$ cat src/rtl/seq_gen_pkg.sv
`default_nettype none
// +----------------------------------------------------------------------------+
// | Module      : seq_gen_pkg                                                  |
// | Description : Shared types, defaults and helpers for the sequence emitter  |
// | Revision    : 1.0 - initial release                                        |
// +----------------------------------------------------------------------------+
package seq_gen_pkg;

  localparam int         DATA_W_DEF   = 4;
  localparam logic [3:0] IDLE_SYM_DEF = 4'd7;

  typedef enum logic [1:0] {
    ST_IDLE = 2'd0,
    ST_EMIT = 2'd1,
    ST_GAP  = 2'd2,
    ST_DONE = 2'd3
  } state_t;

  // A pattern length is usable only when it names 1..depth memory entries.
  function automatic logic len_ok(input int unsigned len, input int unsigned depth);
    return (len != 0) && (len <= depth);
  endfunction

endpackage : seq_gen_pkg
`default_nettype wire

$ cat src/rtl/seq_gen_mem.sv
`default_nettype none
// +----------------------------------------------------------------------------+
// | Module      : seq_gen_mem                                                  |
// | Description : Pattern register file, async clear, sync write, comb read    |
// | Revision    : 1.0 - initial release                                        |
// +----------------------------------------------------------------------------+
module seq_gen_mem #(
  parameter int DATA_W = 4,
  parameter int DEPTH  = 8,
  parameter int AW     = $clog2(DEPTH)
) (
  input  logic              clk_i,
  input  logic              rst_i,
  input  logic              i_wr_en,
  input  logic [AW-1:0]     i_wr_addr,
  input  logic [DATA_W-1:0] i_wr_data,
  input  logic [AW-1:0]     i_rd_addr,
  output logic [DATA_W-1:0] o_rd_data
);

  logic [DATA_W-1:0] r_mem [DEPTH];

  // Storage: every entry clears on reset, single write port otherwise.
  always_ff @(posedge clk_i or posedge rst_i) begin
    if (rst_i) begin
      for (int i = 0; i < DEPTH; i++) begin
        r_mem[i] <= '0;
      end
    end else if (i_wr_en) begin
      r_mem[i_wr_addr] <= i_wr_data;
    end
  end

  assign o_rd_data = r_mem[i_rd_addr];

endmodule : seq_gen_mem
`default_nettype wire

$ cat src/rtl/seq_gen.sv
`default_nettype none
// +----------------------------------------------------------------------------+
// | Module      : seq_gen                                                      |
// | Description : Programmable symbol-sequence emitter (pattern replay with    |
// |               repeat count and idle gaps between repetitions)              |
// | Revision    : 1.0 - initial release                                        |
// +----------------------------------------------------------------------------+
module seq_gen
  import seq_gen_pkg::*;
#(
  parameter int                 DATA_W   = DATA_W_DEF,
  parameter int                 DEPTH    = 8,
  parameter int                 CNT_W    = 8,
  parameter logic [DATA_W-1:0]  IDLE_SYM = DATA_W'(IDLE_SYM_DEF),
  localparam int                AW       = $clog2(DEPTH)
) (
  input  logic              clk_i,
  input  logic              rst_i,
  input  logic              wr_en_i,
  input  logic [AW-1:0]     wr_addr_i,
  input  logic [DATA_W-1:0] wr_data_i,
  input  logic [AW:0]       len_i,
  input  logic [CNT_W-1:0]  rep_i,
  input  logic [CNT_W-1:0]  gap_i,
  input  logic              start_i,
  output logic              busy_o,
  output logic [DATA_W-1:0] data_o,
  output logic              valid_o,
  output logic              last_o,
  output logic              done_o,
  output logic [CNT_W-1:0]  rep_cnt_o
);

  state_t            r_state, w_state_nxt;
  logic [AW-1:0]     r_idx, w_idx_nxt, w_idx_inc;
  logic [AW:0]       r_len;
  logic [CNT_W-1:0]  r_rep, r_gap;
  logic [CNT_W-1:0]  r_gap_cnt, w_gap_cnt_nxt;
  logic [CNT_W-1:0]  r_rep_cnt, w_rep_cnt_nxt, w_cnt_inc;
  logic [DATA_W-1:0] r_data, w_data_nxt;
  logic              r_valid, w_valid_nxt;
  logic              r_last, w_last_nxt;
  logic              r_done, w_done_nxt;
  logic [AW-1:0]     w_rd_addr;
  logic [DATA_W-1:0] w_rd_data;
  logic              w_start, w_start_ok, w_wr_en, w_len_one;

  // Requests are only honoured in IDLE; a start in the same cycle drops the write.
  assign w_start    = start_i && (r_state == ST_IDLE);
  assign w_wr_en    = wr_en_i && (r_state == ST_IDLE) && !start_i;
  assign w_start_ok = len_ok(32'(len_i), 32'(DEPTH)) && (rep_i != '0);
  assign w_idx_inc  = r_idx + AW'(1);
  assign w_cnt_inc  = r_rep_cnt + CNT_W'(1);
  assign w_len_one  = (r_len == (AW+1)'(1));

  // The only non-zero read address is the successor of the symbol on display.
  always_comb begin
    w_rd_addr = '0;
    if (r_state == ST_EMIT && !r_last) begin
      w_rd_addr = w_idx_inc;
    end
  end

  seq_gen_mem #(
    .DATA_W (DATA_W),
    .DEPTH  (DEPTH),
    .AW     (AW)
  ) u_mem (
    .clk_i     (clk_i),
    .rst_i     (rst_i),
    .i_wr_en   (w_wr_en),
    .i_wr_addr (wr_addr_i),
    .i_wr_data (wr_data_i),
    .i_rd_addr (w_rd_addr),
    .o_rd_data (w_rd_data)
  );

  // Next state plus next registered outputs; outputs describe the cycle after the edge.
  always_comb begin
    w_state_nxt   = r_state;
    w_idx_nxt     = r_idx;
    w_gap_cnt_nxt = r_gap_cnt;
    w_rep_cnt_nxt = r_rep_cnt;
    w_data_nxt    = IDLE_SYM;
    w_valid_nxt   = 1'b0;
    w_last_nxt    = 1'b0;
    w_done_nxt    = 1'b0;
    case (r_state)
      ST_IDLE: begin
        if (start_i) begin
          w_rep_cnt_nxt = '0;
          if (w_start_ok) begin
            w_state_nxt = ST_EMIT;
            w_idx_nxt   = '0;
            w_data_nxt  = w_rd_data;
            w_valid_nxt = 1'b1;
            w_last_nxt  = (len_i == (AW+1)'(1));
          end else begin
            w_state_nxt = ST_DONE;
            w_done_nxt  = 1'b1;
          end
        end
      end
      ST_EMIT: begin
        if (r_last) begin
          w_rep_cnt_nxt = w_cnt_inc;
          if (w_cnt_inc == r_rep) begin
            w_state_nxt = ST_DONE;
            w_done_nxt  = 1'b1;
          end else if (r_gap != '0) begin
            w_state_nxt   = ST_GAP;
            w_gap_cnt_nxt = r_gap;
          end else begin
            w_idx_nxt   = '0;
            w_data_nxt  = w_rd_data;
            w_valid_nxt = 1'b1;
            w_last_nxt  = w_len_one;
          end
        end else begin
          w_idx_nxt   = w_idx_inc;
          w_data_nxt  = w_rd_data;
          w_valid_nxt = 1'b1;
          w_last_nxt  = ({1'b0, w_idx_inc} == (r_len - (AW+1)'(1)));
        end
      end
      ST_GAP: begin
        if (r_gap_cnt == CNT_W'(1)) begin
          w_state_nxt = ST_EMIT;
          w_idx_nxt   = '0;
          w_data_nxt  = w_rd_data;
          w_valid_nxt = 1'b1;
          w_last_nxt  = w_len_one;
        end else begin
          w_gap_cnt_nxt = r_gap_cnt - CNT_W'(1);
        end
      end
      default: begin
        w_state_nxt = ST_IDLE;
      end
    endcase
  end

  // State, counters and output registers.
  always_ff @(posedge clk_i or posedge rst_i) begin
    if (rst_i) begin
      r_state   <= ST_IDLE;
      r_idx     <= '0;
      r_gap_cnt <= '0;
      r_rep_cnt <= '0;
      r_data    <= IDLE_SYM;
      r_valid   <= 1'b0;
      r_last    <= 1'b0;
      r_done    <= 1'b0;
    end else begin
      r_state   <= w_state_nxt;
      r_idx     <= w_idx_nxt;
      r_gap_cnt <= w_gap_cnt_nxt;
      r_rep_cnt <= w_rep_cnt_nxt;
      r_data    <= w_data_nxt;
      r_valid   <= w_valid_nxt;
      r_last    <= w_last_nxt;
      r_done    <= w_done_nxt;
    end
  end

  // Run parameters are captured on an accepted start and frozen for the run.
  always_ff @(posedge clk_i or posedge rst_i) begin
    if (rst_i) begin
      r_len <= '0;
      r_rep <= '0;
      r_gap <= '0;
    end else if (w_start) begin
      r_len <= len_i;
      r_rep <= rep_i;
      r_gap <= gap_i;
    end
  end

  assign busy_o    = (r_state != ST_IDLE);
  assign data_o    = r_data;
  assign valid_o   = r_valid;
  assign last_o    = r_last;
  assign done_o    = r_done;
  assign rep_cnt_o = r_rep_cnt;

endmodule : seq_gen
`default_nettype wire

$ cat config.mk
export PLATFORM = sky130hd
export DESIGN_NAME = seq_gen
export DESIGN_NICKNAME = d
export VERILOG_FILES = /design/src/rtl/seq_gen_pkg.sv /design/src/rtl/seq_gen_mem.sv /design/src/rtl/seq_gen.sv
export SDC_FILE = /design/constraint.sdc
export NUM_CORES = 1
export LEC_CHECK = 0
export ABC_AREA = 1
export BUFFER_PORTS_ARGS = -buffer_cell sky130_fd_sc_hd__buf_2
export CORE_ASPECT_RATIO = 0.7
export CORE_MARGIN = 2
export CORE_UTILIZATION = 28
export CTS_BUF_LIST = sky130_fd_sc_hd__clkbuf_16
export CTS_CLUSTER_DIAMETER = 60
export DETAILED_ROUTE_END_ITERATION = 8
export SKIP_CTS_REPAIR_TIMING = 1
export SLEW_MARGIN = 10
export SYNTH_ARGS = -nofsm -noshare
export SYNTH_HDL_FRONTEND = slang
export SYNTH_HIERARCHICAL = 1
export SYNTH_SLANG_ARGS = --single-unit
export TNS_END_PERCENT = 30
$ cat constraint.sdc
create_clock -name clk_i -period 3 [get_ports clk_i]
set_input_delay 0.45 -clock clk_i [delete_from_list [all_inputs] [get_ports clk_i]]
set_output_delay 0.45 -clock clk_i [all_outputs]
set_load 0.02 [all_outputs]
## Word level (Yosys, flattened, before mapping)

Index checks and enable logic that the tools add are counted.

- Output and inout port bits: 16
- Bits of input ports: 31
- Register bits: 80
- ROM bits: 0
- RAM bits: 0
- Latch bits: 0
- Memories kept: 0
- Word-level logic and storage cells: 122

- Div/mod/pow operators: 0
- Bitwise operators: 2
- Reductions and logical operators: 21
- Equal/unequal tests: 17
- Add/sub/neg operators: 4
- Mux-type cells: 55
- Multipliers: 0
- Shifts and indexed selects: 0
- Magnitude comparators: 4

Operators with widths:

| operator | number |
|---|---|
| 2-to-1 mux 8 bit | 6 |
| 2-to-1 mux 4 bit | 9 |
| bitwise mux 32 bit | 1 |
| case mux 8 bit (2 select lines) | 2 |
| 2-to-1 mux 3 bit | 7 |
| 2-to-1 mux 1 bit | 16 |
| nonzero test 8 bit | 2 |
| binary-select mux 4 bit (select 3 bit) | 1 |
| demux 4 bit (select 3 bit) | 1 |
| 2-to-1 mux 2 bit | 6 |
| != test 2 bit (second input constant) | 6 |
| case mux 4 bit (3 select lines) | 1 |
| case mux 3 bit (3 select lines) | 1 |
| adder 8 x 1 -> 8 bit (second input constant) | 1 |
| equality test 4 x 1 -> 1 bit (second input constant) | 2 |
| equality test 8 x 1 -> 1 bit (second input constant) | 1 |
| equality test 8 bit | 1 |
| greater-or-equal comparator 4 bit (second input constant) | 2 |
| inverter 3 -> 4 bit | 2 |
| subtractor 8 x 1 -> 8 bit (second input constant) | 1 |
| logical AND 1 bit | 7 |
| != test 3 bit (second input constant) | 2 |
| case mux 1 bit (3 select lines) | 2 |
| case mux 2 bit (3 select lines) | 1 |
| other kinds (19) | 22 |

## Depth between registers and ports, before layout

Gate-level depths: netlist of run 1.

- Depth after elaboration: 11
- Depth in mapped cells: 14
- Mapped depth without buffers: 14

## Hierarchy

Netlist of run 1, hierarchy kept.

Modules (own cells, without submodules):

| module | area each (µm²) | sequential area each (µm²) | cells each | times used |
|---|---|---|---|---|
| seq_gen | 2822.7 | 1204.9 | 365 | 1 |
| seq_gen_mem | 1626.6 | 800.8 | 225 | 1 |

## Worst setup path before layout of run 1

No wires, ideal clock.

- Path type: reg2reg
- Start point: register r_rep_cnt[0], in the netlist rep_cnt_o[0]
- End point: register r_gap_cnt[0]
- Slack: 1.075 ns
- Stages on the path, launching flop included: 14
- Library setup time: 0.123 ns
- Arrival: 1.801 ns
- Clock period less this slack: 1.925 ns
- Required time: 2.877 ns
- Path buffers: 1
- Cell sequence: dfrtp_1 -> ha_1 -> inv_1 -> nand2_1 -> nand2_1 -> nor2_1 -> nand3_2 -> nor2_4 -> nand2_2 -> nor2_4 -> nand3_4 -> nand2_4 -> buf_12 -> o21ai_2

- Word-level cells in the longest chain between the ends: 4

RTL lines:

| item | RTL line | source |
|---|---|---|
| from (decl) | seq_gen.sv:39 | `logic [CNT_W-1:0] r_rep_cnt, w_rep_cnt_nxt, w_cnt_inc;` |
| from (signal assigned) | seq_gen.sv:158 | `r_rep_cnt <= w_rep_cnt_nxt;` |
| adder 8 x 1 -> 8 bit | seq_gen.sv:53 | `assign w_cnt_inc = r_rep_cnt + CNT_W'(1);` |
| equality test 8 bit | seq_gen.sv:107 | `if (w_cnt_inc == r_rep) begin` |
| != test 2 bit (no source line) | n/a |  |
| AND reduction 5 bit (no source line) | n/a |  |
| to (signal assigned) | seq_gen.sv:157 | `r_gap_cnt <= w_gap_cnt_nxt;` |
| to (decl) | seq_gen.sv:38 | `logic [CNT_W-1:0] r_gap_cnt, w_gap_cnt_nxt;` |

No other way between the ends.
A chain may end at the register's enable or synchronous reset.

## Worst setup path after layout of run 1

- Start point: register r_state[0]
- End point: register r_data[3], in the netlist data_o[3]

- Word-level cells in the longest chain between the ends: 11
- Elaborated cells on any way between the ends: 16
- Those cells by class: 2 x eq/ne; 11 x mux; 1 x bitwise; 2 x reduce/logical

RTL lines:

| item | RTL line | source |
|---|---|---|
| from (decl) | seq_gen.sv:34 | `state_t r_state, w_state_nxt;` |
| from (signal assigned) | seq_gen.sv:155 | `r_state <= w_state_nxt;` |
| equality test 2 x 1 -> 1 bit (*) | seq_gen.sv:59 | `if (r_state == ST_EMIT && !r_last) begin` |
| logical AND 1 bit (*) | seq_gen.sv:59 |  |
| 2-to-1 mux 3 bit (*) | seq_gen.sv:59 |  |
| named net w_rd_addr[0] | seq_gen.sv:44 | `logic [AW-1:0] w_rd_addr;` |
| inverter 3 -> 4 bit (not written as such) (*) | seq_gen_mem.sv:34 | `assign o_rd_data = r_mem[i_rd_addr];` |
| binary-select mux 4 bit (select 3 bit) (*) | seq_gen_mem.sv:34 |  |
| 2-to-1 mux 4 bit (not written as such) (*) (2 in a row) | seq_gen_mem.sv:34 |  |
| named net w_rd_data[3] | seq_gen.sv:45 | `logic [DATA_W-1:0] w_rd_data;` |
| 2-to-1 mux 4 bit | seq_gen.sv:110 | `end else if (r_gap != '0) begin` |
| 2-to-1 mux 4 bit | seq_gen.sv:107 |  |
| 2-to-1 mux 4 bit | seq_gen.sv:105 | `if (r_last) begin` |
| case mux 4 bit (3 select lines) (*) | seq_gen.sv:88 | `case (r_state)` |
| named net w_data_nxt[3] | seq_gen.sv:40 | `logic [DATA_W-1:0] r_data, w_data_nxt;` |
| to (signal assigned) | seq_gen.sv:159 | `r_data <= w_data_nxt;` |
| to (decl) | seq_gen.sv:40 |  |

Mark *: on every way through the listed nets, which the timed path passes. The rest lies on a longest branch. The select of a mux whose other input is x is not followed.

==> metrics.txt, run 1 <==
# TYPE chip_impl_metric gauge
chip_impl_metric{name="post_route_cells_drive_above_1_share",unit=""} 0.1762
chip_impl_metric{name="floorplan.rows",unit=""} 38
chip_impl_metric{name="num_antenna_cells",unit=""} 0
chip_impl_metric{name="setup_total_negative_slack",unit="ps"} 0
chip_impl_metric{name="worst-r2r-cell-count",unit=""} 12
chip_impl_metric{name="cts.clk_slew.worst_paths",unit="ps"} 70
chip_impl_metric{name="max_slew_violation_count",unit=""} 0
chip_impl_metric{name="ys_seq_area_frac",unit=""} 0.4508
chip_impl_metric{name="cap_viol_max_count",unit=""} 0
chip_impl_metric{name="syn-cell-area",unit="sq um"} 4449
chip_impl_info{name="cpMaxStageDelayCell",value="sky130_fd_sc_hd__dfrtp_1"} 1
chip_impl_metric{name="route.detailed.wl_per_inst",unit="um"} 12.87
chip_impl_metric{name="crit_cells",unit=""} 12
chip_impl_metric{name="first_iter_violations",unit=""} 333
chip_impl_metric{name="preCtsSetupSlack",unit="ps"} 988.3
chip_impl_metric{name="grt_util_all_layers",unit=""} 0.1421
chip_impl_metric{name="postRouteAntennaNets",unit=""} 0
chip_impl_metric{name="synth_area_per_cell",unit="sq um"} 7.541
chip_impl_metric{name="cts_max_level",unit=""} 3
chip_impl_info{name="cts_tree",value="built"} 1
chip_impl_metric{name="initial_utilization",unit=""} 0.2871
chip_impl_info{name="cts_root_buffer",value="sky130_fd_sc_hd__clkbuf_16"} 1
chip_impl_metric{name="final_design_area_no_fill",unit="sq um"} 5180
chip_impl_metric{name="die-height",unit="um"} 109.5
chip_impl_metric{name="vdd.ir_drop.worst",unit="mV"} 0.3479
chip_impl_metric{name="via_count",unit=""} 3753
chip_impl_metric{name="vias_in_the_first_global_route",unit=""} 3654
chip_impl_metric{name="layout-area-overhead-vs-synth",unit="%"} 16.42
chip_impl_metric{name="timing_hold_violations_final",unit=""} 0
chip_impl_info{name="result_of_the_run",value="finished clean"} 1
chip_impl_metric{name="pin_count",unit=""} 47
chip_impl_metric{name="worst-endpoint-arrival",unit="ps"} 2310
chip_impl_metric{name="die_width",unit="um"} 154.7
chip_impl_info{name="critical-path-top-delay-family",value="simple AND/OR/NAND/NOR gates"} 1
chip_impl_metric{name="setup_ws",unit="ps"} 941.2
chip_impl_metric{name="wirelength",unit="mm"} 10.91
chip_impl_metric{name="syn_inst",unit=""} 590
chip_impl_metric{name="worst_slew_margin_rel",unit=""} 0.6473
chip_impl_metric{name="path_buf_inv",unit=""} 3
chip_impl_info{name="critPathLaunchType",value="register"} 1
chip_impl_metric{name="tightestPinTransition",unit="ps"} 528.2
chip_impl_metric{name="grt_pass1_wl",unit="mm"} 18.84
chip_impl_metric{name="post-dp-hpwl",unit="mm"} 8.382
chip_impl_metric{name="cts-buffers-inserted",unit=""} 9
chip_impl_metric{name="fmaxAchievable",unit="MHz"} 485.7
chip_impl_metric{name="detailed_place.area",unit="sq um"} 4896
chip_impl_metric{name="core_area",unit="sq um"} 15500
chip_impl_info{name="timing.setup.critical_path_class",value="reg -> reg"} 1
chip_impl_metric{name="ys_seq_elements",unit=""} 80
chip_impl_metric{name="die-area",unit="sq um"} 16930
chip_impl_metric{name="cts.sinks",unit=""} 80
chip_impl_metric{name="finalClockSkew",unit="ps"} 11.37
chip_impl_metric{name="gp_congestion",unit=""} 0.8154
chip_impl_metric{name="crit_fanout",unit=""} 18
chip_impl_metric{name="grt_max_degree",unit=""} 33
chip_impl_metric{name="power_density",unit="nW/um^2"} 1004
chip_impl_metric{name="critical_path_required",unit="ps"} 3250
chip_impl_metric{name="antenna_found_initial",unit=""} 0
chip_impl_info{name="min-delay-path-class",value="in -> async"} 1
chip_impl_metric{name="clkLatencyLatePin",unit="ps"} 340
chip_impl_metric{name="via_density_per_instance",unit=""} 4.431
chip_impl_metric{name="port-buffer-count",unit=""} 46
chip_impl_info{name="path_common_cell",value="sky130_fd_sc_hd__nand2_1"} 1
chip_impl_metric{name="clockBufferDepth",unit=""} 2
chip_impl_metric{name="finalWorstPathRequiredPeriod",unit="ps"} 2059
chip_impl_metric{name="dr.pass1.iters",unit=""} 5
chip_impl_metric{name="overflow",unit=""} 0
chip_impl_metric{name="max_stage_delay",unit="ps"} 380
chip_impl_metric{name="synth_net_count",unit=""} 627
chip_impl_metric{name="post_synth_num_cell_types",unit=""} 38
chip_impl_metric{name="timing.final.setup_violations",unit=""} 0
chip_impl_metric{name="finalNetCount",unit=""} 679
chip_impl_info{name="rsz0062_at_grt",value="false"} 1
chip_impl_metric{name="ys_warn_count",unit=""} 6
chip_impl_info{name="critical_path.cell_chain",value="inv_1, nor2_1, nand2_1, nor2_1, buf_4, inv_2, nand2_1, nand3_1, nand2_1, nand2_1, nand2_1, a21boi_1"} 1
chip_impl_info{name="worst_setup_path_end_kind",value="register"} 1
chip_impl_metric{name="final.period_utilization",unit=""} 0.6863
chip_impl_metric{name="static-leakage-power",unit="nW"} 2.627
chip_impl_metric{name="remaining_drc_errors",unit=""} 0
[logic make-up (layout without fill, tap and decap cells)]
| family | after synthesis | in the layout | share of synthesized area |
|---|---|---|---|
| and+or+nand+nor | 311 | 311 | 0.3155 |
| buffers and inverters | 105 | 162 | 0.09674 |
| AOI/OAI and AO/OA | 81 | 81 | 0.1063 |
| DFF | 80 | 80 | 0.4508 |
| xor gates and xnor gates | 7 | 7 | 0.01378 |
| adders and majority gates | 6 | 6 | 0.01687 |
[final timing paths]
| kind | endpoint | start | slack [ps] |
|---|---|---|---|
| worst max register to register | data_o[3] | r_state[0] | 940 |
| min in group clk_i | r_gap[1] | gap_i[1] | 310 |
| max in group asynchronous | r_gap[6] | rst_i | 2090 |
| worst min-delay path | rep_cnt_o[0] | rst_i | 160 |
| worst min register to register | u_mem/r_mem[11] | u_mem/r_mem[11] | 490 |
| worst max-delay path | data_o[3] | r_state[0] | 940 |
[report_power, final]
part / switching, mW / internal (mW) / total (mW)
clock network: 0.432 / 0.633 / 1.07
registers: 0.318 / 1.55 / 1.87
logic: 1.46 / 0.809 / 2.26
[cell usage after synthesis]
master,n,share of area
sky130_fd_sc_hd__a21boi_1,1,0.0017
sky130_fd_sc_hd__a21oi_1,5,0.0056
sky130_fd_sc_hd__a21oi_4,1,0.0037
sky130_fd_sc_hd__a22o_1,1,0.0020
sky130_fd_sc_hd__a31o_2,1,0.0020
sky130_fd_sc_hd__a31oi_1,2,0.0028
sky130_fd_sc_hd__buf_12,1,0.0045
sky130_fd_sc_hd__buf_2,1,0.0011
sky130_fd_sc_hd__buf_4,1,0.0017
sky130_fd_sc_hd__buf_6,2,0.0051
sky130_fd_sc_hd__clkbuf_1,5,0.0042
sky130_fd_sc_hd__dfrtp_1,77,0.43
sky130_fd_sc_hd__dfstp_2,3,0.018
sky130_fd_sc_hd__ha_1,6,0.017
sky130_fd_sc_hd__inv_1,90,0.076
sky130_fd_sc_hd__inv_2,5,0.0042
sky130_fd_sc_hd__nand2_1,199,0.17
sky130_fd_sc_hd__nand2_2,18,0.025
sky130_fd_sc_hd__nand2_4,1,0.0025
sky130_fd_sc_hd__nand3_1,41,0.046
sky130_fd_sc_hd__nand3_2,6,0.013
sky130_fd_sc_hd__nand3_4,1,0.0039
sky130_fd_sc_hd__nand3b_1,1,0.0017
sky130_fd_sc_hd__nand4_1,4,0.0056
sky130_fd_sc_hd__nor2_1,24,0.020
sky130_fd_sc_hd__nor2_4,5,0.013
sky130_fd_sc_hd__nor3_1,6,0.0067
sky130_fd_sc_hd__nor3_4,1,0.0037
sky130_fd_sc_hd__nor4_1,4,0.0056
sky130_fd_sc_hd__o21ai_0,53,0.060
sky130_fd_sc_hd__o21ai_1,1,0.0011
sky130_fd_sc_hd__o21ai_2,5,0.0098
sky130_fd_sc_hd__o21bai_2,1,0.0025
sky130_fd_sc_hd__o22ai_1,6,0.0084
sky130_fd_sc_hd__o31a_1,1,0.0020
sky130_fd_sc_hd__o31ai_1,3,0.0051
sky130_fd_sc_hd__xnor2_1,4,0.0079
sky130_fd_sc_hd__xor2_1,3,0.0059
[registers in the layout, summed over array words and instances, names as in the netlist]
signal       count
last_o           1
r_rep            8
r_idx            3
data_o           4
rep_cnt_o        8
valid_o          1
r_len            4
r_gap_cnt        8
u_mem/r_mem     32
r_gap            8
r_state          2
done_o           1
[final cells by class]
| cell class | instances | area, sq um |
|---|---|---|
| Fill cell | 1645 | 10320 |
| Tap cell | 200 | 250.2 |
| Clock inverter | 7 | 58.81 |
| Inverter | 95 | 356.6 |
| Sequential cell | 80 | 2006 |
| Multi-Input combinational cell | 405 | 2016 |
| Clock buffer | 9 | 225.2 |
| Timing Repair Buffer | 51 | 267.8 |
[metal layers]
| metal | vias to the layer above | GRT usage | wire length (um) | share of wire |
|---|---|---|---|---|
| met2 | 84 | 0.1894 | 4047 | 0.37 |
| met4 | 0 | 0.03770 | 104 | 0.0095 |
| met1 | 1705 | 0.2229 | 6172 | 0.57 |
| met5 | - | 0 | 0 | 0 |
| li1 | 1958 | - | - | - |
| met3 | 6 | 0.03547 | 580 | 0.053 |
[stage by stage]
| stage | utilization | hold WS [ps] | std cells | power [mW] |
|---|---|---|---|---|
| after floorplan | - | 453.0 | 590 | 3.661 |
| after global placement | 0.3159 | 468.9 | 831 | 4.126 |
| after detailed placement | 0.3159 | 476.0 | 831 | 4.159 |
| after CTS | 0.3342 | 174.2 | 847 | 5.243 |
| after global routing | 0.3342 | 210.7 | 847 | 5.711 |
| final | 0.3342 | 160.6 | 847 | 5.198 |
[cell usage in the layout (no fill, tap or decap), types with 5 or more instances in the layout]
master	n
sky130_fd_sc_hd__nand2_2	18
sky130_fd_sc_hd__inv_2	6
sky130_fd_sc_hd__a21oi_1	5
sky130_fd_sc_hd__ha_1	6
sky130_fd_sc_hd__o22ai_1	6
sky130_fd_sc_hd__clkbuf_16	9
sky130_fd_sc_hd__o21ai_2	5
sky130_fd_sc_hd__nor2_4	5
sky130_fd_sc_hd__nor2_1	23
sky130_fd_sc_hd__nand2_1	199
sky130_fd_sc_hd__nand3_1	41
sky130_fd_sc_hd__nand3_2	6
sky130_fd_sc_hd__nor3_1	6
sky130_fd_sc_hd__inv_1	92
sky130_fd_sc_hd__buf_4	5
sky130_fd_sc_hd__dfrtp_1	77
sky130_fd_sc_hd__buf_2	46
sky130_fd_sc_hd__o21ai_0	53
Power figures use the tool's default switching activity.
==> run 2, diff against run 1 <==
clock period = 1.9 ns   (was 3 ns; I/O delays follow)
==> metrics.txt, run 2 (synthesis gave the netlist of run 1 again) <==
# TYPE chip_impl_metric gauge
chip_impl_info{name="result_of_the_run",value="finished, violations left"} 1
chip_impl_info{name="violations_in_the_final_reports",value="hold timing"} 1
chip_impl_info{name="final_common_cell",value="sky130_fd_sc_hd__nand2_1"} 1
chip_impl_metric{name="first_iter_violations",unit=""} 214
chip_impl_metric{name="worst-r2r-cell-count",unit=""} 13
chip_impl_metric{name="pin_count",unit=""} 47
chip_impl_info{name="critical_path.cell_chain",value="ha_4, inv_2, nand2_2, nand2_1, nor2_1, nand3_2, nor2_4, nand2_2, nor2_4, nand3_4, nand2_8, nand2_2, o21ai_2"} 1
chip_impl_info{name="final_cell_mix",value="193 x sky130_fd_sc_hd__nand2_1, 90 x sky130_fd_sc_hd__inv_1, 75 x sky130_fd_sc_hd__dfrtp_1, 53 x sky130_fd_sc_hd__o21ai_0, 46 x sky130_fd_sc_hd__buf_2"} 1
chip_impl_metric{name="cts_max_level",unit=""} 3
chip_impl_metric{name="via_density_per_instance",unit=""} 4.438
chip_impl_info{name="crit_end",value="r_gap_cnt[2]"} 1
chip_impl_metric{name="max_stage_delay",unit="ps"} 410
chip_impl_metric{name="fillCellCount",unit=""} 1667
chip_impl_metric{name="die-area",unit="sq um"} 16930
chip_impl_metric{name="setup_ws",unit="ps"} 55.37
chip_impl_metric{name="vias_in_the_first_global_route",unit=""} 3653
chip_impl_metric{name="worst_slew_margin_rel",unit=""} 0.6894
chip_impl_metric{name="detailed_place.area",unit="sq um"} 5012
chip_impl_metric{name="timing.final.setup_violations",unit=""} 0
chip_impl_info{name="cpMaxStageDelayCell",value="sky130_fd_sc_hd__dfrtp_1"} 1
chip_impl_info{name="timing.setup.critical_path_class",value="reg -> reg"} 1
chip_impl_metric{name="die_width",unit="um"} 154.7
chip_impl_info{name="worst_setup_path_end_kind",value="register"} 1
chip_impl_metric{name="wirelength",unit="mm"} 11.12
chip_impl_metric{name="cts-buffers-inserted",unit=""} 9
chip_impl_metric{name="route.detailed.wl_per_inst",unit="um"} 12.91
chip_impl_info{name="path_common_cell",value="sky130_fd_sc_hd__nand2_2"} 1
chip_impl_metric{name="cap_viol_max_count",unit=""} 0
chip_impl_info{name="critical-path-top-delay-family",value="simple AND/OR/NAND/NOR gates"} 1
chip_impl_info{name="critPathLaunchType",value="register"} 1
chip_impl_metric{name="core_area",unit="sq um"} 15500
chip_impl_metric{name="finalClockSkew",unit="ps"} 9.345
chip_impl_metric{name="static-leakage-power",unit="nW"} 2.726
chip_impl_metric{name="crit_fanout",unit=""} 7
chip_impl_metric{name="final.period_utilization",unit=""} 0.9709
chip_impl_metric{name="critical_path_required",unit="ps"} 2160
chip_impl_metric{name="tightestPinTransition",unit="ps"} 465.2
chip_impl_metric{name="cts.sinks",unit=""} 80
chip_impl_metric{name="finalWorstPathRequiredPeriod",unit="ps"} 1845
chip_impl_metric{name="max_slew_violation_count",unit=""} 0
chip_impl_info{name="worst_setup_path_startpoint",value="rep_cnt_o[1]"} 1
chip_impl_info{name="rsz0062_at_grt",value="true"} 1
chip_impl_metric{name="cts.clk_slew.worst_paths",unit="ps"} 70
chip_impl_metric{name="finalNetCount",unit=""} 693
chip_impl_metric{name="grt_max_degree",unit=""} 33
chip_impl_metric{name="place.detailed.instances",unit=""} 843
chip_impl_metric{name="port-buffer-count",unit=""} 46
chip_impl_metric{name="remaining_drc_errors",unit=""} 0
chip_impl_metric{name="grt_pass1_wl",unit="mm"} 18.60
chip_impl_metric{name="num_antenna_cells",unit=""} 0
chip_impl_metric{name="dr.pass1.iters",unit=""} 4
chip_impl_metric{name="preCtsSetupSlack",unit="ps"} 18.68
chip_impl_metric{name="grt_util_all_layers",unit=""} 0.1387
chip_impl_metric{name="die-height",unit="um"} 109.5
chip_impl_metric{name="postRouteAntennaNets",unit=""} 0
chip_impl_metric{name="post-dp-hpwl",unit="mm"} 8.358
chip_impl_metric{name="crit_cells",unit=""} 13
chip_impl_metric{name="clockBufferDepth",unit=""} 2
chip_impl_metric{name="largest_reg_flops",unit=""} 32
chip_impl_info{name="cts_tree",value="built"} 1
chip_impl_metric{name="setup_total_negative_slack",unit="ps"} 0
chip_impl_metric{name="gp_congestion",unit=""} 0.8428
chip_impl_metric{name="layout-area-overhead-vs-synth",unit="%"} 21.96
chip_impl_info{name="biggest_register",value="u_mem/r_mem"} 1
chip_impl_info{name="min-delay-path-class",value="in -> async"} 1
chip_impl_metric{name="post_route_cells_drive_above_1_share",unit=""} 0.2133
chip_impl_metric{name="total_power",unit="mW"} 8.822
chip_impl_metric{name="power_density",unit="nW/um^2"} 1626
chip_impl_info{name="cts_root_buffer",value="sky130_fd_sc_hd__clkbuf_16"} 1
chip_impl_metric{name="final_design_area_no_fill",unit="sq um"} 5426
chip_impl_metric{name="overflow",unit=""} 0
chip_impl_metric{name="via_count",unit=""} 3821
chip_impl_metric{name="timing_hold_violations_final",unit=""} 18
chip_impl_metric{name="fmaxAchievable",unit="MHz"} 542.1
chip_impl_info{name="r2r_start",value="rep_cnt_o[1]"} 1
chip_impl_metric{name="vdd.ir_drop.worst",unit="mV"} 0.4814
chip_impl_metric{name="instances_no_fill",unit=""} 861
chip_impl_metric{name="floorplan.rows",unit=""} 38
chip_impl_metric{name="worst-r2r-setup-slack",unit="ps"} 60
chip_impl_info{name="worst_r2r_endpoint",value="r_gap_cnt[2]"} 1
chip_impl_metric{name="path_buf_inv",unit=""} 1
chip_impl_metric{name="worst-endpoint-arrival",unit="ps"} 2100
chip_impl_metric{name="initial_utilization",unit=""} 0.2871
chip_impl_metric{name="clkLatencyLatePin",unit="ps"} 330
chip_impl_metric{name="antenna_found_initial",unit=""} 0
chip_impl_metric{name="finalHoldWorstSlack",unit="ps"} -15.61
-- run 2: cell count changes in the layout (fill, tap and decap cells not counted), moves of 2 or more --
cell,delta
sky130_fd_sc_hd__dfrtp_2,+2
sky130_fd_sc_hd__dfrtp_1,-2
sky130_fd_sc_hd__nand2_8,+2
sky130_fd_sc_hd__nand2_2,+4
sky130_fd_sc_hd__inv_1,-2
sky130_fd_sc_hd__nor2_2,+2
sky130_fd_sc_hd__nor2_1,-2
sky130_fd_sc_hd__buf_4,+10
sky130_fd_sc_hd__nand2_1,-6
sky130_fd_sc_hd__buf_12,+3
-- run 2: cell type report --
cell class	count	area, sq um	share of cell area
multi-input cells	406	2095	0.3860
flip-flops and latches	80	2008	0.3701
repair buffers	64	402.9	0.07424
inverters	95	356.6	0.06571
well taps	200	250.2	0.04611
clock buffers	9	225.2	0.04150
clock inverters	7	88.84	0.01637
-- run 2: where the power goes --
| part | total (mW) | leakage, nW | switching [mW] | internal (mW) |
|---|---|---|---|---|
| logic | 4.04 | 1.55 | 2.49 | 1.55 |
| registers | 2.96 | 1.02 | 0.508 | 2.45 |
| clock network | 1.83 | 0.158 | 0.686 | 1.14 |
| total | 8.82 | 2.73 | 3.68 | 5.14 |
-- run 2: through the flow --
stage	util	hold slack [ps]
6_report	0.3501	-15.61
5_1_grt	0.3501	17.23
4_1_cts	0.3436	-7.816
3_5_place_dp	0.3234	352.3
3_3_place_gp	0.3234	352.4
2_1_floorplan	-	401.2
-- run 2: how the worst min path moves through the flow --
stage | to | start | slack, ps | cells after the start
final | r_len[0] | rst_i | -20 | 2
after global routing | r_len[0] | rst_i | 20 | 2
after CTS | r_len[0] | rst_i | -8 | 2
after floorplan | u_mem/r_mem[0] | rst_i | 400 | 1
after detailed placement | r_len[2] | rst_i | 350 | 2
after global placement | r_len[2] | rst_i | 350 | 2
-- run 2: metal layers --
layer | GRT usage | vias up | share of wire
li1 | - | 1993 | -
met1 | 0.2136 | 1755 | 0.55
met2 | 0.1958 | 67 | 0.39
met3 | 0.02799 | 6 | 0.048
met4 | 0.03571 | 0 | 0.0084
met5 | 0 | - | 0
==> run 3, diff against run 2 <==
CELL_PAD_IN_SITES_DETAIL_PLACEMENT = 1   (was unset)
CELL_PAD_IN_SITES_GLOBAL_PLACEMENT = 1   (was unset)
CTS_BUF_LIST = sky130_fd_sc_hd__clkbuf_4 sky130_fd_sc_hd__clkbuf_8   (was sky130_fd_sc_hd__clkbuf_16)
HOLD_SLACK_MARGIN = 0.08   (was unset)
PLACE_DENSITY_LB_ADDON = 0.1   (was unset)
==> metrics.txt, run 3 (synthesis gave the netlist of run 1 again) <==
# TYPE chip_impl_metric gauge
chip_impl_info{name="result_of_the_run",value="finished clean"} 1
chip_impl_metric{name="first_iter_violations",unit=""} 143
chip_impl_info{name="cts_tree",value="built"} 1
chip_impl_metric{name="max_stage_delay",unit="ps"} 430
chip_impl_metric{name="clkLatencyLatePin",unit="ps"} 370
chip_impl_metric{name="timing_hold_violations_final",unit=""} 0
chip_impl_metric{name="via_count",unit=""} 4024
chip_impl_metric{name="wirelength",unit="mm"} 13.71
chip_impl_metric{name="finalWorstPathRequiredPeriod",unit="ps"} 1870
chip_impl_metric{name="final.period_utilization",unit=""} 0.9843
chip_impl_metric{name="initial_utilization",unit=""} 0.2871
chip_impl_info{name="grt-busiest-layer",value="met1"} 1
chip_impl_metric{name="final_core_util",unit=""} 0.3503
chip_impl_metric{name="floorplan.rows",unit=""} 38
chip_impl_metric{name="cts_max_level",unit=""} 3
chip_impl_info{name="biggest_register",value="u_mem/r_mem"} 1
chip_impl_info{name="min-delay-path-class",value="in -> reg"} 1
chip_impl_metric{name="num_antenna_cells",unit=""} 0
chip_impl_metric{name="worst-r2r-cell-count",unit=""} 13
chip_impl_metric{name="pin_count",unit=""} 47
chip_impl_metric{name="overflow",unit=""} 0
chip_impl_metric{name="post_route_cells_drive_above_1_share",unit=""} 0.2395
chip_impl_info{name="path_common_cell",value="sky130_fd_sc_hd__nand2_2"} 1
chip_impl_info{name="hold_path_end",value="r_gap[2]"} 1
chip_impl_metric{name="cap_viol_max_count",unit=""} 0
chip_impl_info{name="final_common_cell",value="sky130_fd_sc_hd__nand2_1"} 1
chip_impl_metric{name="postRouteAntennaNets",unit=""} 0
chip_impl_metric{name="core_area",unit="sq um"} 15500
chip_impl_metric{name="critical_path_required",unit="ps"} 2200
chip_impl_metric{name="vdd.ir_drop.worst",unit="mV"} 0.4484
chip_impl_metric{name="tightestPinTransition",unit="ps"} 431.0
chip_impl_metric{name="cts.sinks",unit=""} 80
chip_impl_metric{name="max_slew_violation_count",unit=""} 0
chip_impl_metric{name="final_design_area_no_fill",unit="sq um"} 5429
chip_impl_info{name="cpMaxStageDelayCell",value="sky130_fd_sc_hd__dfrtp_1"} 1
chip_impl_metric{name="grt_pass1_wl",unit="mm"} 21.88
chip_impl_metric{name="layout-area-overhead-vs-synth",unit="%"} 22.02
chip_impl_info{name="cts_root_buffer",value="sky130_fd_sc_hd__clkbuf_8"} 1
chip_impl_metric{name="globalRouteMet2Util",unit=""} 0.2372
chip_impl_metric{name="route.detailed.wl_per_inst",unit="um"} 15.86
chip_impl_info{name="timing.hold.worst.start",value="gap_i[2]"} 1
chip_impl_metric{name="die_width",unit="um"} 154.7
chip_impl_metric{name="worst_slew_margin_rel",unit=""} 0.7126
chip_impl_info{name="final_cell_mix",value="187 x sky130_fd_sc_hd__nand2_1, 88 x sky130_fd_sc_hd__inv_1, 74 x sky130_fd_sc_hd__dfrtp_1, 53 x sky130_fd_sc_hd__o21ai_0, 46 x sky130_fd_sc_hd__buf_2"} 1
chip_impl_info{name="rsz0062_at_grt",value="true"} 1
chip_impl_metric{name="timing.final.setup_violations",unit=""} 0
chip_impl_metric{name="grt_util_all_layers",unit=""} 0.1687
chip_impl_metric{name="gp_congestion",unit=""} 0.7933
chip_impl_metric{name="detailed_place.area",unit="sq um"} 5012
chip_impl_metric{name="antenna_found_initial",unit=""} 0
chip_impl_metric{name="dr.pass1.iters",unit=""} 4
chip_impl_info{name="timing.setup.critical_path_class",value="reg -> reg"} 1
chip_impl_metric{name="remaining_drc_errors",unit=""} 0
chip_impl_metric{name="global_route.usage.met1",unit=""} 0.2611
chip_impl_metric{name="port-buffer-count",unit=""} 46
chip_impl_metric{name="worst-endpoint-arrival",unit="ps"} 2170
chip_impl_metric{name="finalClockSkew",unit="ps"} 13.35
chip_impl_metric{name="via_density_per_instance",unit=""} 4.657
chip_impl_info{name="r2r_start",value="rep_cnt_o[1]"} 1
chip_impl_info{name="critical_path.cell_chain",value="ha_4, inv_2, nand2_2, nand2_2, nor2_2, nand3_2, nor2_4, nand2_2, nor2_4, nand3_4, nand2_8, nand2_2, o21ai_2"} 1
chip_impl_metric{name="post-dp-hpwl",unit="mm"} 10.50
chip_impl_metric{name="die-height",unit="um"} 109.5
chip_impl_info{name="critPathLaunchType",value="register"} 1
chip_impl_metric{name="clockBufferDepth",unit=""} 2
chip_impl_metric{name="path_buf_inv",unit=""} 1
chip_impl_metric{name="fmaxAchievable",unit="MHz"} 534.7
chip_impl_metric{name="grt_max_degree",unit=""} 49
chip_impl_metric{name="die-area",unit="sq um"} 16930
chip_impl_metric{name="power_density",unit="nW/um^2"} 1596
chip_impl_metric{name="largest_reg_flops",unit=""} 32
chip_impl_metric{name="cts-buffers-inserted",unit=""} 9
chip_impl_info{name="worst_r2r_endpoint",value="r_gap_cnt[3]"} 1
chip_impl_metric{name="vias_in_the_first_global_route",unit=""} 4126
chip_impl_info{name="worst_setup_path_end_kind",value="register"} 1
chip_impl_metric{name="hold-path-cell-count",unit=""} 3
chip_impl_metric{name="worst-r2r-setup-slack",unit="ps"} 30
chip_impl_metric{name="grt_util_met3",unit=""} 0.03547
chip_impl_metric{name="cts.clk_slew.worst_paths",unit="ps"} 90
chip_impl_metric{name="finalNetCount",unit=""} 696
chip_impl_metric{name="crit_fanout",unit=""} 7
chip_impl_info{name="critical-path-top-delay-family",value="simple AND/OR/NAND/NOR gates"} 1
chip_impl_metric{name="static-leakage-power",unit="nW"} 2.696
## run 3: changes by cell type in the layout (fill, tap and decap cells not counted), sizes merged
cell         before  now
buf              64   66
bufinv            2    1
clkbuf            9   11
clkinv            2    3
dlygate4sd3       0    1
inv              97   95
## run 3: worst max path at each step
stage                              end  slack (ps)  depth (start not counted)    startpoint
after floorplan           r_gap_cnt[0]           3                         13  rep_cnt_o[1]
after global placement         valid_o           4                         11  rep_cnt_o[0]
after detailed placement  r_gap_cnt[0]        -0.4                         13  rep_cnt_o[0]
after CTS                 r_gap_cnt[5]         -40                         13  rep_cnt_o[0]
after global routing      r_gap_cnt[0]         -80                         13  rep_cnt_o[1]
final                     r_gap_cnt[3]          30                         13  rep_cnt_o[1]
## run 3: metrics by stage
stage / hold WS [ps] / total power, mW / cells / TNS (ps) / setup slack [ps]
2_1_floorplan: 401.2 / 5.781 / 590 / 0 / 2.603
3_3_place_gp: 356.1 / 6.840 / 843 / 0 / 4.492
3_5_place_dp: 360.5 / 6.971 / 843 / -0.4141 / -0.4141
6_report: 114.6 / 8.666 / 864 / 0 / 29.89
5_1_grt: 105.0 / 9.507 / 864 / -943.9 / -79.81
4_1_cts: -58.82 / 8.358 / 859 / -163.6 / -38.18
## run 3: power by group
group,switching [mW],total (mW),leakage [nW],internal [mW]
combinational,2.74,4.36,1.58,1.62
clock,0.674,1.33,0.103,0.656
sequential,0.531,2.97,1.01,2.44
## run 3: routing by layer
layer | share of wire | wire (um) | up-vias
met2 | 0.40 | 5499 | 59
met5 | 0 | 0 | -
met1 | 0.56 | 7661 | 1959
met4 | 0.0081 | 111 | 0
met3 | 0.032 | 433 | 11
li1 | - | - | 1995
## run 3: worst min-delay path: stages
cell,delay (ps)
sky130_fd_sc_hd__buf_2,70
sky130_fd_sc_hd__nand2_1,40
sky130_fd_sc_hd__nand2_1,50
## run 3: final cells by class
type / instances / area [sq um]
fill: 1903 / 10070
multi-input combinational: 406 / 2180
clock inverter: 5 / 56.30
tap: 200 / 250.2
inverter: 95 / 356.6
timing repair buffer: 67 / 431.7
clock buffer: 11 / 145.1
sequential: 80 / 2009
